### src/rtl/cbus_arbiter_n_pkg.sv
// Shared types for the cbus arbiter: bus request/response structs, arbiter FSM states
// and policy selector values.
package cbus_arbiter_n_pkg;

    typedef struct packed {
        logic        valid;
        logic        is_write;
        logic [31:0] addr;
        logic [63:0] data;
        logic [7:0]  strobe;
        logic [7:0]  len;       // beats in the burst minus one
    } cbus_req_t;

    typedef struct packed {
        logic        ready;
        logic        last;
        logic [63:0] data;
    } cbus_resp_t;

    typedef enum logic {
        ARB_IDLE = 1'b0,
        ARB_BUSY = 1'b1
    } arb_state_t;

    localparam int ARB_FIXED = 0;
    localparam int ARB_RR    = 1;

endpackage

### src/rtl/cbus_arbiter_n_rr_pick.sv
// Combinational winner picker: rotate the request vector so the search starts at the
// round-robin pointer (or at 0 in fixed mode), then take the lowest set bit.
module cbus_rr_pick
    import cbus_arbiter_n_pkg::*;
#(
    parameter int NUM_INPUTS = 2,
    parameter int IDX_W      = 1
) (
    input  logic [NUM_INPUTS-1:0] valid_i,
    input  logic [IDX_W-1:0]      start_i,
    input  logic                  mode_i,
    output logic                  found_o,
    output logic [IDX_W-1:0]      idx_o
);

    logic [IDX_W-1:0]      base;
    logic [NUM_INPUTS-1:0] rot;
    logic [IDX_W:0]        sum;

    always_comb begin
        base    = (mode_i == 1'(ARB_RR)) ? start_i : '0;
        rot     = NUM_INPUTS'({valid_i, valid_i} >> base);
        found_o = |valid_i;
        sum     = '0;
        for (int k = NUM_INPUTS - 1; k >= 0; k--) begin
            if (rot[k]) begin
                sum = {1'b0, base} + (IDX_W + 1)'(k);
            end
        end
        // Undo the rotation: offsets past the top wrap back to index 0.
        if (sum >= (IDX_W + 1)'(NUM_INPUTS)) begin
            sum = sum - (IDX_W + 1)'(NUM_INPUTS);
        end
        idx_o = sum[IDX_W-1:0];
    end

endmodule

### src/rtl/cbus_arbiter_n.sv
// N-input cbus arbiter with burst locking and fixed/round-robin policy.
// Define CBUS_ARB_PERF_EN to build the per-input completed-grant counters.
module cbus_arbiter_n
    import cbus_arbiter_n_pkg::*;
#(
    parameter int NUM_INPUTS    = 2,
    parameter int PRIORITY_MODE = ARB_RR,
    parameter int IDX_W         = (NUM_INPUTS > 1) ? $clog2(NUM_INPUTS) : 1
) (
    input  logic             clk,
    input  logic             resetn,
    input  cbus_req_t        ireqs     [NUM_INPUTS],
    output cbus_resp_t       iresps    [NUM_INPUTS],
    output cbus_req_t        oreq,
    input  cbus_resp_t       oresp,
    output logic [IDX_W-1:0] grant_idx,
    output logic             busy,
    output logic [31:0]      grant_cnt [NUM_INPUTS]
);

    arb_state_t            state_q, state_d;
    logic [IDX_W-1:0]      grant_idx_q, grant_idx_d;
    logic [IDX_W-1:0]      rr_ptr_q, rr_ptr_d;
    logic                  busy_q, busy_d;

    logic [NUM_INPUTS-1:0] req_vld;
    logic                  pick_found;
    logic [IDX_W-1:0]      pick_idx;
    cbus_req_t             owner_req;
    logic                  burst_done;
    logic                  burst_drop;
    logic [IDX_W-1:0]      next_ptr;

    always_comb begin
        for (int i = 0; i < NUM_INPUTS; i++) begin
            req_vld[i] = ireqs[i].valid;
        end
    end

    cbus_rr_pick #(
        .NUM_INPUTS (NUM_INPUTS),
        .IDX_W      (IDX_W)
    ) u_pick (
        .valid_i (req_vld),
        .start_i (rr_ptr_q),
        .mode_i  (PRIORITY_MODE == ARB_RR),
        .found_o (pick_found),
        .idx_o   (pick_idx)
    );

    assign owner_req  = ireqs[grant_idx_q];
    assign burst_done = (state_q == ARB_BUSY) && owner_req.valid && oresp.ready && oresp.last;
    assign burst_drop = (state_q == ARB_BUSY) && !owner_req.valid;
    assign next_ptr   = (grant_idx_q == IDX_W'(NUM_INPUTS - 1)) ? '0 : grant_idx_q + IDX_W'(1);

    // Every ownership ends in ARB_IDLE, so a new winner is only ever chosen there.
    always_comb begin
        state_d     = state_q;
        grant_idx_d = grant_idx_q;
        rr_ptr_d    = rr_ptr_q;
        busy_d      = busy_q;
        case (state_q)
            ARB_IDLE: begin
                if (pick_found) begin
                    grant_idx_d = pick_idx;
                    state_d     = ARB_BUSY;
                    busy_d      = 1'b1;
                end
            end
            ARB_BUSY: begin
                if (burst_done || burst_drop) begin
                    state_d = ARB_IDLE;
                    busy_d  = 1'b0;
                    if (PRIORITY_MODE == ARB_RR) begin
                        rr_ptr_d = next_ptr;
                    end
                end
            end
            default: begin
                state_d = ARB_IDLE;
                busy_d  = 1'b0;
            end
        endcase
    end

    always_ff @(posedge clk or negedge resetn) begin
        if (!resetn) begin
            state_q     <= ARB_IDLE;
            grant_idx_q <= '0;
            rr_ptr_q    <= '0;
            busy_q      <= 1'b0;
        end else begin
            state_q     <= state_d;
            grant_idx_q <= grant_idx_d;
            rr_ptr_q    <= rr_ptr_d;
            busy_q      <= busy_d;
        end
    end

    assign grant_idx = grant_idx_q;
    assign busy      = busy_q;

    always_comb begin
        oreq = '0;
        if (state_q == ARB_BUSY) begin
            oreq = owner_req;
        end
    end

    always_comb begin
        for (int i = 0; i < NUM_INPUTS; i++) begin
            iresps[i] = '0;
            if ((state_q == ARB_BUSY) && (grant_idx_q == IDX_W'(i))) begin
                iresps[i] = oresp;
            end
        end
    end

`ifdef CBUS_ARB_PERF_EN
    logic [31:0] cnt_q [NUM_INPUTS];
    logic [31:0] cnt_d [NUM_INPUTS];

    always_comb begin
        for (int i = 0; i < NUM_INPUTS; i++) begin
            cnt_d[i] = cnt_q[i];
        end
        if (burst_done) begin
            cnt_d[grant_idx_q] = cnt_q[grant_idx_q] + 32'd1;
        end
    end

    always_ff @(posedge clk or negedge resetn) begin
        if (!resetn) begin
            for (int i = 0; i < NUM_INPUTS; i++) begin
                cnt_q[i] <= '0;
            end
        end else begin
            for (int i = 0; i < NUM_INPUTS; i++) begin
                cnt_q[i] <= cnt_d[i];
            end
        end
    end

    always_comb begin
        for (int i = 0; i < NUM_INPUTS; i++) begin
            grant_cnt[i] = cnt_q[i];
        end
    end
`else
    always_comb begin
        for (int i = 0; i < NUM_INPUTS; i++) begin
            grant_cnt[i] = '0;
        end
    end
`endif

endmodule
### config.mk
export PLATFORM = sky130hd
export DESIGN_NAME = cbus_arbiter_n
export DESIGN_NICKNAME = d
export VERILOG_FILES = /design/src/rtl/cbus_arbiter_n_pkg.sv /design/src/rtl/cbus_arbiter_n_rr_pick.sv /design/src/rtl/cbus_arbiter_n.sv
export SDC_FILE = /design/constraint.sdc
export NUM_CORES = 1
export LEC_CHECK = 0
export BUFFER_PORTS_ARGS = -buffer_cell sky130_fd_sc_hd__buf_4
export CAP_MARGIN = 30
export CELL_PAD_IN_SITES_DETAIL_PLACEMENT = 1
export CELL_PAD_IN_SITES_GLOBAL_PLACEMENT = 1
export CORE_AREA = 2 2 237 239
export DETAILED_ROUTE_END_ITERATION = 8
export DIE_AREA = 0 0 239 241
export MAX_ROUTING_LAYER = met4
export PLACE_DENSITY = 0.47
export SETUP_SLACK_MARGIN = 0.5
export SKIP_LAST_GASP = 1
export SYNTH_ARGS = -nofsm -noshare
export SYNTH_HDL_FRONTEND = slang
export SYNTH_HIERARCHICAL = 1
export SYNTH_SLANG_ARGS = --single-unit
export TNS_END_PERCENT = 100
### constraint.sdc
create_clock -name clk -period 2.3 [get_ports clk]
set_clock_uncertainty 0.15 [all_clocks]
set_input_delay 0.115 -clock clk [delete_from_list [all_inputs] [get_ports clk]]
set_output_delay 0.115 -clock clk [all_outputs]
set_load 0.02 [all_outputs]
==> impl.org, run 1 <==
** Status
- The flow ran to the end, and the final reports show no timing, DRC or antenna violations.

** Pwr
- IR drop worst, VDD :: 493 µV
- Internal power comes to 5.31 mW.
- In this run the power spent charging and discharging nets is 5.35 mW.
- The analysis attributes to cell leakage a power of 4.90 nW.
- The share of total power dissipated in the clock network is 2.5%.
- Proportion of total power due to net switching :: approximately half
- Per report_power, the combinational group accounts for 95.7% of the total.
- The design draws 10.7 mW.
- Power density of the placed cells :: 1140 nW/µm²
- Per report_power, the sequential group accounts for 1.8% of the total.

** Yosys
- Post-synth cell types :: 20
- Ranked by total cell area, the synthesized netlist is headed by sky130_fd_sc_hd__mux2i_1 (31%), sky130_fd_sc_hd__nor2b_1 (20%), sky130_fd_sc_hd__buf_4 (16%), sky130_fd_sc_hd__and2_1 (12%), sky130_fd_sc_hd__and3_1 (12%).
- Average footprint of a synthesized cell :: 7.32 µm²
- Share of the synthesized area in the top cell type :: 31.4%
- Top cell type by total area after synthesis :: sky130_fd_sc_hd__mux2i_1
- Of the synthesized area, sequential elements account for between 2 and 3%.
- The synthesized design contains 4 register bits.
- Synthesis handed over a netlist of 492 instances.
- Post-synthesis instance area :: 3600 µm²
- Warnings, synthesis :: 6

** Die
- The core region is 54,900 µm².
- The die is 239 µm wide.
- Die Outline Area :: 57,600 µm²
- The die is about 240 µm tall.
- The initial utilization of the core area, before any placement, comes to 6.57%.
- For this design the top-level I/O count stands at slightly above 600.
- # rows :: 86

** Placed design
- HPWL Detailed :: approximately 23 mm
- Summing all placed instances gives a cell area of 8260 µm².
- Number of buffers added on ports :: 543
- The congestion estimate from routability-driven global placement came to 0.747.
- Including well taps, the total number of placed cells is 1,702.

** GRT
- The first global-routing pass estimated around 37 mm of wire.
- The initial antenna violation count was 3.
- Number of global-route vias before repair :: about 5,500
- Pin count of the biggest net entering global routing :: 99
- Overall Global Routing Usage :: 9.00%
- Grt total ovfl :: 0

** Critical path
- Slack of the worst reg-to-reg path :: around 0.45 ns
- Cell seen most often among critical-path stages :: sky130_fd_sc_hd__buf_16
- STA puts the critical path data arrival time at roughly 1.6 ns.
- Of all nets on the critical path, the largest fanout is 8.
- STA classifies the critical path endpoint as a primary output.
- Worst stage delay on the critical path :: 0.56 ns
- Critical-path top delay cell :: sky130_fd_sc_hd__dfrtp_4
- STA classifies the critical path startpoint as a register.
- Beginning of the worst register-to-register path :: state_q
- The critical path goes through buf_16, buf_16, mux2i_4, nor2b_1, buf_4.
- Req. time, crit path :: just over 2 ns
- Capturing point of the worst reg2reg path :: rr_ptr_q
- The critical path is of the register to primary output type.
- Cell depth of the worst flop-to-flop path :: 6

** Route
- For this run, the detailed router's first-pass iteration total came to 4.
- Dividing the detail-routed wire length by the instance count gives 17.5 µm.
- For this run, design rule violations remaining after detail routing come to 0.
- Final antenna-violating net count :: 0
- Via density per instance :: 3.14
- DRT Wirelength :: about 30 mm
- Across all layers, the routed design uses 5,463 vias.
- The first routing iteration left 82 violations.

** Timing
- The hold violation count in the final report was 0.
- Setup TNS :: 0 ns
- The tightest hold path in the finished design has a slack of about 0.078 ns.
- Of the available clock period, the critical path in the final layout requires 82.0%.
- The clock period could shrink to ~1.9 ns.
- Setup-violating endpoint count in the final report :: 0
- Setup repair after global routing could not meet its margin everywhere.
- The count of pins over their slew limit is 0.
- Based on the critical path, the design can be clocked at up to 530 MHz.

** Min path
- Startpoint of the worst hold path :: ireqs[227]
- Hold Path Depth :: 3
- Worst min-delay path class :: input port to register
- The worst hold path terminates at rr_ptr_q.

** CTS
- Clock sink total :: 4
- TritonCTS built the clock tree.
- CTS Buf Count :: 3
- After clock tree synthesis, the clock-pin slew on the worst setup and hold paths is 0.03 ns.
- In this run the clock root is driven by a sky130_fd_sc_hd__clkbuf_16.
- Clock latency on the worst-skew pair, taken at its later pin, is 0.22 ns.
- No sink is reached through more buffers than the 2 on the longest clock path.
- Maximum level of the CTS H-tree :: 1

** Final layout
- Count of filler cells inserted in the layout :: 6,576
- Cells with a size suffix above 1 make up 62.3% of the layout.
- In the layout the commonest cells are sky130_fd_sc_hd__buf_4 (513), sky130_fd_sc_hd__nor2b_1 (110), sky130_fd_sc_hd__mux2i_1 (105).
- After routing the design area is 9330 µm².
- Area delta synth->final :: 159%
- Leaving out fill and tap cells, the most frequent cell in the layout is sky130_fd_sc_hd__buf_4.
- The finished layout holds approximately 1,700 standard cells, fillers aside.
- Final net count :: 1,333

** Job
- Max-Cap Viols :: 0
[sequential cells by signal, summed over array words and instances, names as in the netlist]
| name | flops |
|---|---|
| busy | 1 |
| grant_idx | 1 |
| rr_ptr_q | 1 |
| state_q | 1 |
[how the worst max path moves through the flow]
stage,to,slack [ns],from,cells after the start
after floorplan,state_q,0.67,grant_idx,4
after global placement,oreq[55],0.48,grant_idx,5
after detailed placement,oreq[40],0.43,grant_idx,5
after CTS,oreq[83],0.39,grant_idx,6
after global routing,oreq[83],0.36,grant_idx,6
final,oreq[63],0.41,grant_idx,5
[power by group through the flow]
stage	sequential (mW)	combinational, mW	clock [mW]
after floorplan	0.147	4.83	0
after global placement	0.162	8.31	0
after detailed placement	0.164	8.31	0
after CTS	0.185	9.26	0.275
after global routing	0.196	10.8	0.280
final	0.187	10.2	0.271
[cell usage after synthesis]
master                     count
sky130_fd_sc_hd__dfrtp_1       4
sky130_fd_sc_hd__nor2b_1     115
sky130_fd_sc_hd__nor2_1        1
sky130_fd_sc_hd__o21ai_0       1
sky130_fd_sc_hd__a221o_1       1
sky130_fd_sc_hd__clkbuf_1     22
sky130_fd_sc_hd__clkbuf_2      3
sky130_fd_sc_hd__mux2_2        1
sky130_fd_sc_hd__a21o_1        1
sky130_fd_sc_hd__conb_1        2
sky130_fd_sc_hd__buf_4        77
sky130_fd_sc_hd__nand2_1       4
sky130_fd_sc_hd__mux2i_1     113
sky130_fd_sc_hd__and2_1       67
sky130_fd_sc_hd__mux2_4        1
sky130_fd_sc_hd__buf_2         9
sky130_fd_sc_hd__a21boi_1      1
sky130_fd_sc_hd__nand3_1       1
sky130_fd_sc_hd__and3_1       67
sky130_fd_sc_hd__or2_1         1
[per-stage QoR]
step,worst slack [ns],util [%]
after floorplan,0.669,-
after global placement,0.476,15.1
after detailed placement,0.435,15.1
after CTS,0.394,16.0
after global routing,0.363,17.0
final,0.414,17.0
[area by class of cell]
type	instances	area, µm²	area share [%]
Clock buffer	3	75.1	0.805
Timing Repair Buffer	588	5060	54.3
Antenna cell	3	7.51	0.0805
Tap cell	704	881	9.45
Multi-Input combinational cell	440	3190	34.2
Sequential cell	4	108	1.15
[kinds of logic (layout without fill, tap and decap cells)]
group | after synthesis | in the layout | synth area share [%]
compound gates | 4 | 4 | 0.833
buf+inv | 111 | 591 | 20.0
flops | 4 | 4 | 2.78
mux | 115 | 115 | 32.1
other cells | 2 | 68 | 0.208
simple gates | 256 | 256 | 44.1
[critical path, delay by kind of cell (launching register included)]
family                 cells  cell delay (ns)
flip-flops                 1             0.56
buffers and inverters      3             0.50
multiplexers               1             0.19
AND/OR/NAND/NOR            1             0.12
[metal layers]
layer  vias up  part of all wire, %  GRT usage [%]
li1       2594                    -              -
met1      2464                   35           9.02
met2       373                   55           17.9
met3        32                  7.5           1.78
met4         0                  2.7           1.69
met5         -                    0              -
[timing repair]
item	in CTS	in global routing
gates resized for setup	32	86
gates cloned	7	10
pin swaps	0	32
endpoints found under the setup margin	121	196
hold buffers	1	0
setup buffers	12	4
hold endpoints to repair	4	0
No activity file was read; power rests on OpenSTA's default activity.
==> run 2: changes to the inputs <==
--- a/config.mk
+++ b/config.mk
@@ -9,9 +9,9 @@
 export CAP_MARGIN = 30
 export CELL_PAD_IN_SITES_DETAIL_PLACEMENT = 1
 export CELL_PAD_IN_SITES_GLOBAL_PLACEMENT = 1
-export CORE_AREA = 2 2 237 239
+export CORE_AREA = 2 2 239 241
 export DETAILED_ROUTE_END_ITERATION = 8
-export DIE_AREA = 0 0 239 241
+export DIE_AREA = 0 0 241 243
 export MAX_ROUTING_LAYER = met4
 export PLACE_DENSITY = 0.47
 export SETUP_SLACK_MARGIN = 0.5
==> constraint.sdc (replaced) <==
create_clock -name clk -period 1.59 [get_ports clk]
set_clock_uncertainty 0.15 [all_clocks]
set_input_delay 0.0795 -clock clk [delete_from_list [all_inputs] [get_ports clk]]
set_output_delay 0.0795 -clock clk [all_outputs]
set_load 0.02 [all_outputs]
==> run 2 against run 1 <==
Net effect: clock power rose by 46%; first-iteration DRC count decreased by 17%; die area increased by 1.7%; power is 44% higher; worst setup slack got worse by 0.67 ns; clock-buffer cell count stayed put; sequential share of layout area barely moved; flip-flop and latch count is the same; global-route usage rose by 0.061 points; design area grew 3.7%; the flow now finishes with violations (setup timing); highest routed layer unchanged; register-to-register slack worse by 0.52 ns.
==> impl.org, run 2 (same netlist as run 1, synthesis figures left out) <==
** Timing
- Maximum clock rate :: 541 MHz
- In the final timing run, aggregate negative setup slack is -43.74 ns.
- The count of pins over their slew limit is 0.
- Endpoints failing hold :: 0
- Setup violations remaining at the end of the flow were counted as 248.
- Final period util :: 116%
- After layout, the worst setup slack is -0.260 ns.
- RSZ-0062 raised after global routing :: true
- Clock period minus final worst setup slack :: between 1.5 and 2 ns

** Die
- Measured along the x axis, the die boundary spans about 240 µm.
- The floorplan has 87 rows.
- For this design the top-level I/O count stands at 608.
- The initial utilization of the core area, before any placement, comes to 6.44%.
- The die covers slightly below 60,000 µm².
- The total area inside the core boundary comes to between 50,000 and 60,000 µm².
- Die Height :: approximately 240 µm

** Pwr
- In this run the power density over the cells is 1590 nW/µm².
- Gate power share :: 95.9%
- Proportion of total power due to net switching :: between 40% and 50%
- Total power after layout :: 15.4 mW
- The internal portion of the total power is 8.05 mW.
- The analysis attributes to cell leakage a power of 4.99 nW.
- VDD sags by at most around 580 µV.
- The analysis attributes to net switching a power of 7.35 mW.
- Clock network fraction of design power :: 2.6%
- Sequential cell fraction of total power :: 1.6%

** Critical path
- For this run, the slowest stage of the critical path takes 0.52 ns.
- At the worst endpoint, the arrival time is 1.62 ns.
- Number of buffers and inverters on the critical path :: 3
- Startpoint type of the worst setup path :: register
- The worst setup path is captured at a primary output.
- Ordered cell list for the critical path :: buf_4, buf_6, mux2_4, and2_4, buf_8
- Critical Path Fanout Max :: 5
- Largest delay contributor family on the critical path :: flip-flops
- The critical path is of the register to primary output type.
- Critical-path top delay cell :: sky130_fd_sc_hd__dfrtp_4
- Req. time, crit path :: 1.36 ns

** Route
- The detailed router finished its first iteration with a little under 70 violations.
- DRT Wirelength :: 28.9 mm
- Before antenna repair, the detailed router went through 4 iterations.
- Via density per instance :: 3.02
- Dividing the detail-routed wire length by the instance count gives approximately 16 µm.
- After detailed routing, the number of remaining DRC violations is 0.
- Final antenna-violating net count :: 0
- Total via count after detailed routing :: 5,438

** Final layout
- Commonest non-fill, non-tap cell in the layout :: sky130_fd_sc_hd__buf_4
- In the final layout, the share of cells above drive strength 1 is between 70 and 80%.
- Post-route insts no fill :: 1,802
- For this run, the share of the core covered by cells in the final layout is 17.3%.
- Final net count :: 1,342
- The area growth from synthesis to layout is 168%.
- Highest-count cells in the layout ignoring fill and taps :: sky130_fd_sc_hd__buf_4 (537), sky130_fd_sc_hd__nor2b_2 (106), sky130_fd_sc_hd__mux2i_1 (93)

** GRT
- Grt total ovfl :: 0
- The initial antenna violation count was 10.
- Global routing consumed, over all layers together, 9.06% of the routing resources.
- Entering global routing, the biggest net connects 65 pins.
- The number of global-route vias before repair came to 5,702.
- Wire length of the first global-routing pass :: 37.7 mm

** CTS
- Clock latency at the later pin of the worst-skew pair :: 0.23 ns
- CTS Buf Count :: 3
- The longest clock path from root to sink contains 2 buffers.
- CTS saw 4 sinks.
- The cell sitting at the root of the clock tree is a sky130_fd_sc_hd__clkbuf_16.
- CTS built an H-tree with a depth of 1.
- TritonCTS built the clock tree.
- Clock-pin slew reported for the worst setup and hold paths after clock tree synthesis :: roughly 0.030 ns

** Job
- Across the run, the number of max-cap violations was 0.

** Placed design
- Post-Place Cells :: 1,770
- HPWL Detailed :: ~24 mm
- Final weighted congestion in routability-driven placement :: between 0.7 and 0.8
- Number of buffers added on ports :: between 500 and 600

** Status
- Violated checks :: setup timing
- Run status :: complete, but fails checks

** Min path
- The path class of the tightest hold or removal check is input port to register.
## run 2: changes by cell type in the layout (fill, tap and decap cells not counted), sizes merged
cell,change
diode,-1
buf,+12
clkbuf,-7
bufbuf,+4
## run 2: worst register-to-register path, stage by stage, from the launching register on
cell                      delay (ns)
sky130_fd_sc_hd__dfrtp_4        0.52
sky130_fd_sc_hd__buf_4          0.15
sky130_fd_sc_hd__buf_6          0.10
sky130_fd_sc_hd__mux2_4         0.30
sky130_fd_sc_hd__and2_4         0.17
sky130_fd_sc_hd__a21o_1         0.15
## run 2: area by class of cell
type | count | area, µm²
antenna | 2 | 5.00
clock buffer | 3 | 75.1
fill | 6734 | 46300
multi-input combinational | 440 | 3530
sequential | 4 | 108
tap | 756 | 946
timing repair buffer | 597 | 5010
## run 2: path summary, 6_finish.rpt
path,start,end,slack (ns),cells past startpoint
worst max-delay path,grant_idx,oreq[113],-0.26,5
worst min-delay path,ireqs[227],rr_ptr_q,0.05,3
worst max register to register,grant_idx,state_q,-0.07,5
worst min register to register,busy,busy,0.40,2
max in group asynchronous,resetn,state_q,1.08,2
min in group asynchronous,resetn,grant_idx,0.10,2
## run 2: what timing repair did
item,CTS,global route
hold buffers,1,0
cloned,7,2
pin swaps,14,5
setup endpoints to repair,251,251
buffers inserted,12,5
gates resized for setup,64,31
hold endpoints to repair,4,0
## run 2: power by group through the flow
stage	combinational, mW	sequential, mW	clock [mW]
global placement	13.0	0.237	0
floorplan	7.57	0.217	0
finish	14.8	0.241	0.397
CTS	14.6	0.243	0.406
global route	15.7	0.251	0.415
detailed placement	12.9	0.244	0
## run 2: routing by layer
metal  part of all wire (%)  global-route usage [%]
met5                      0                       -
met3                    8.2                    1.55
met2                     57                    19.0
met4                   0.66                   0.599
met1                     34                    8.73
## run 2: per-stage QoR
stage                     setup slack, ns  hold WS (ns)  area (µm²)
after floorplan                     0.103        -0.366        4190
after global placement             -0.138        -0.267        8840
after detailed placement           -0.121        -0.268        8840
after CTS                          -0.281        0.0504        9470
after global routing               -0.329        0.0727        9670
final                              -0.260        0.0499        9670
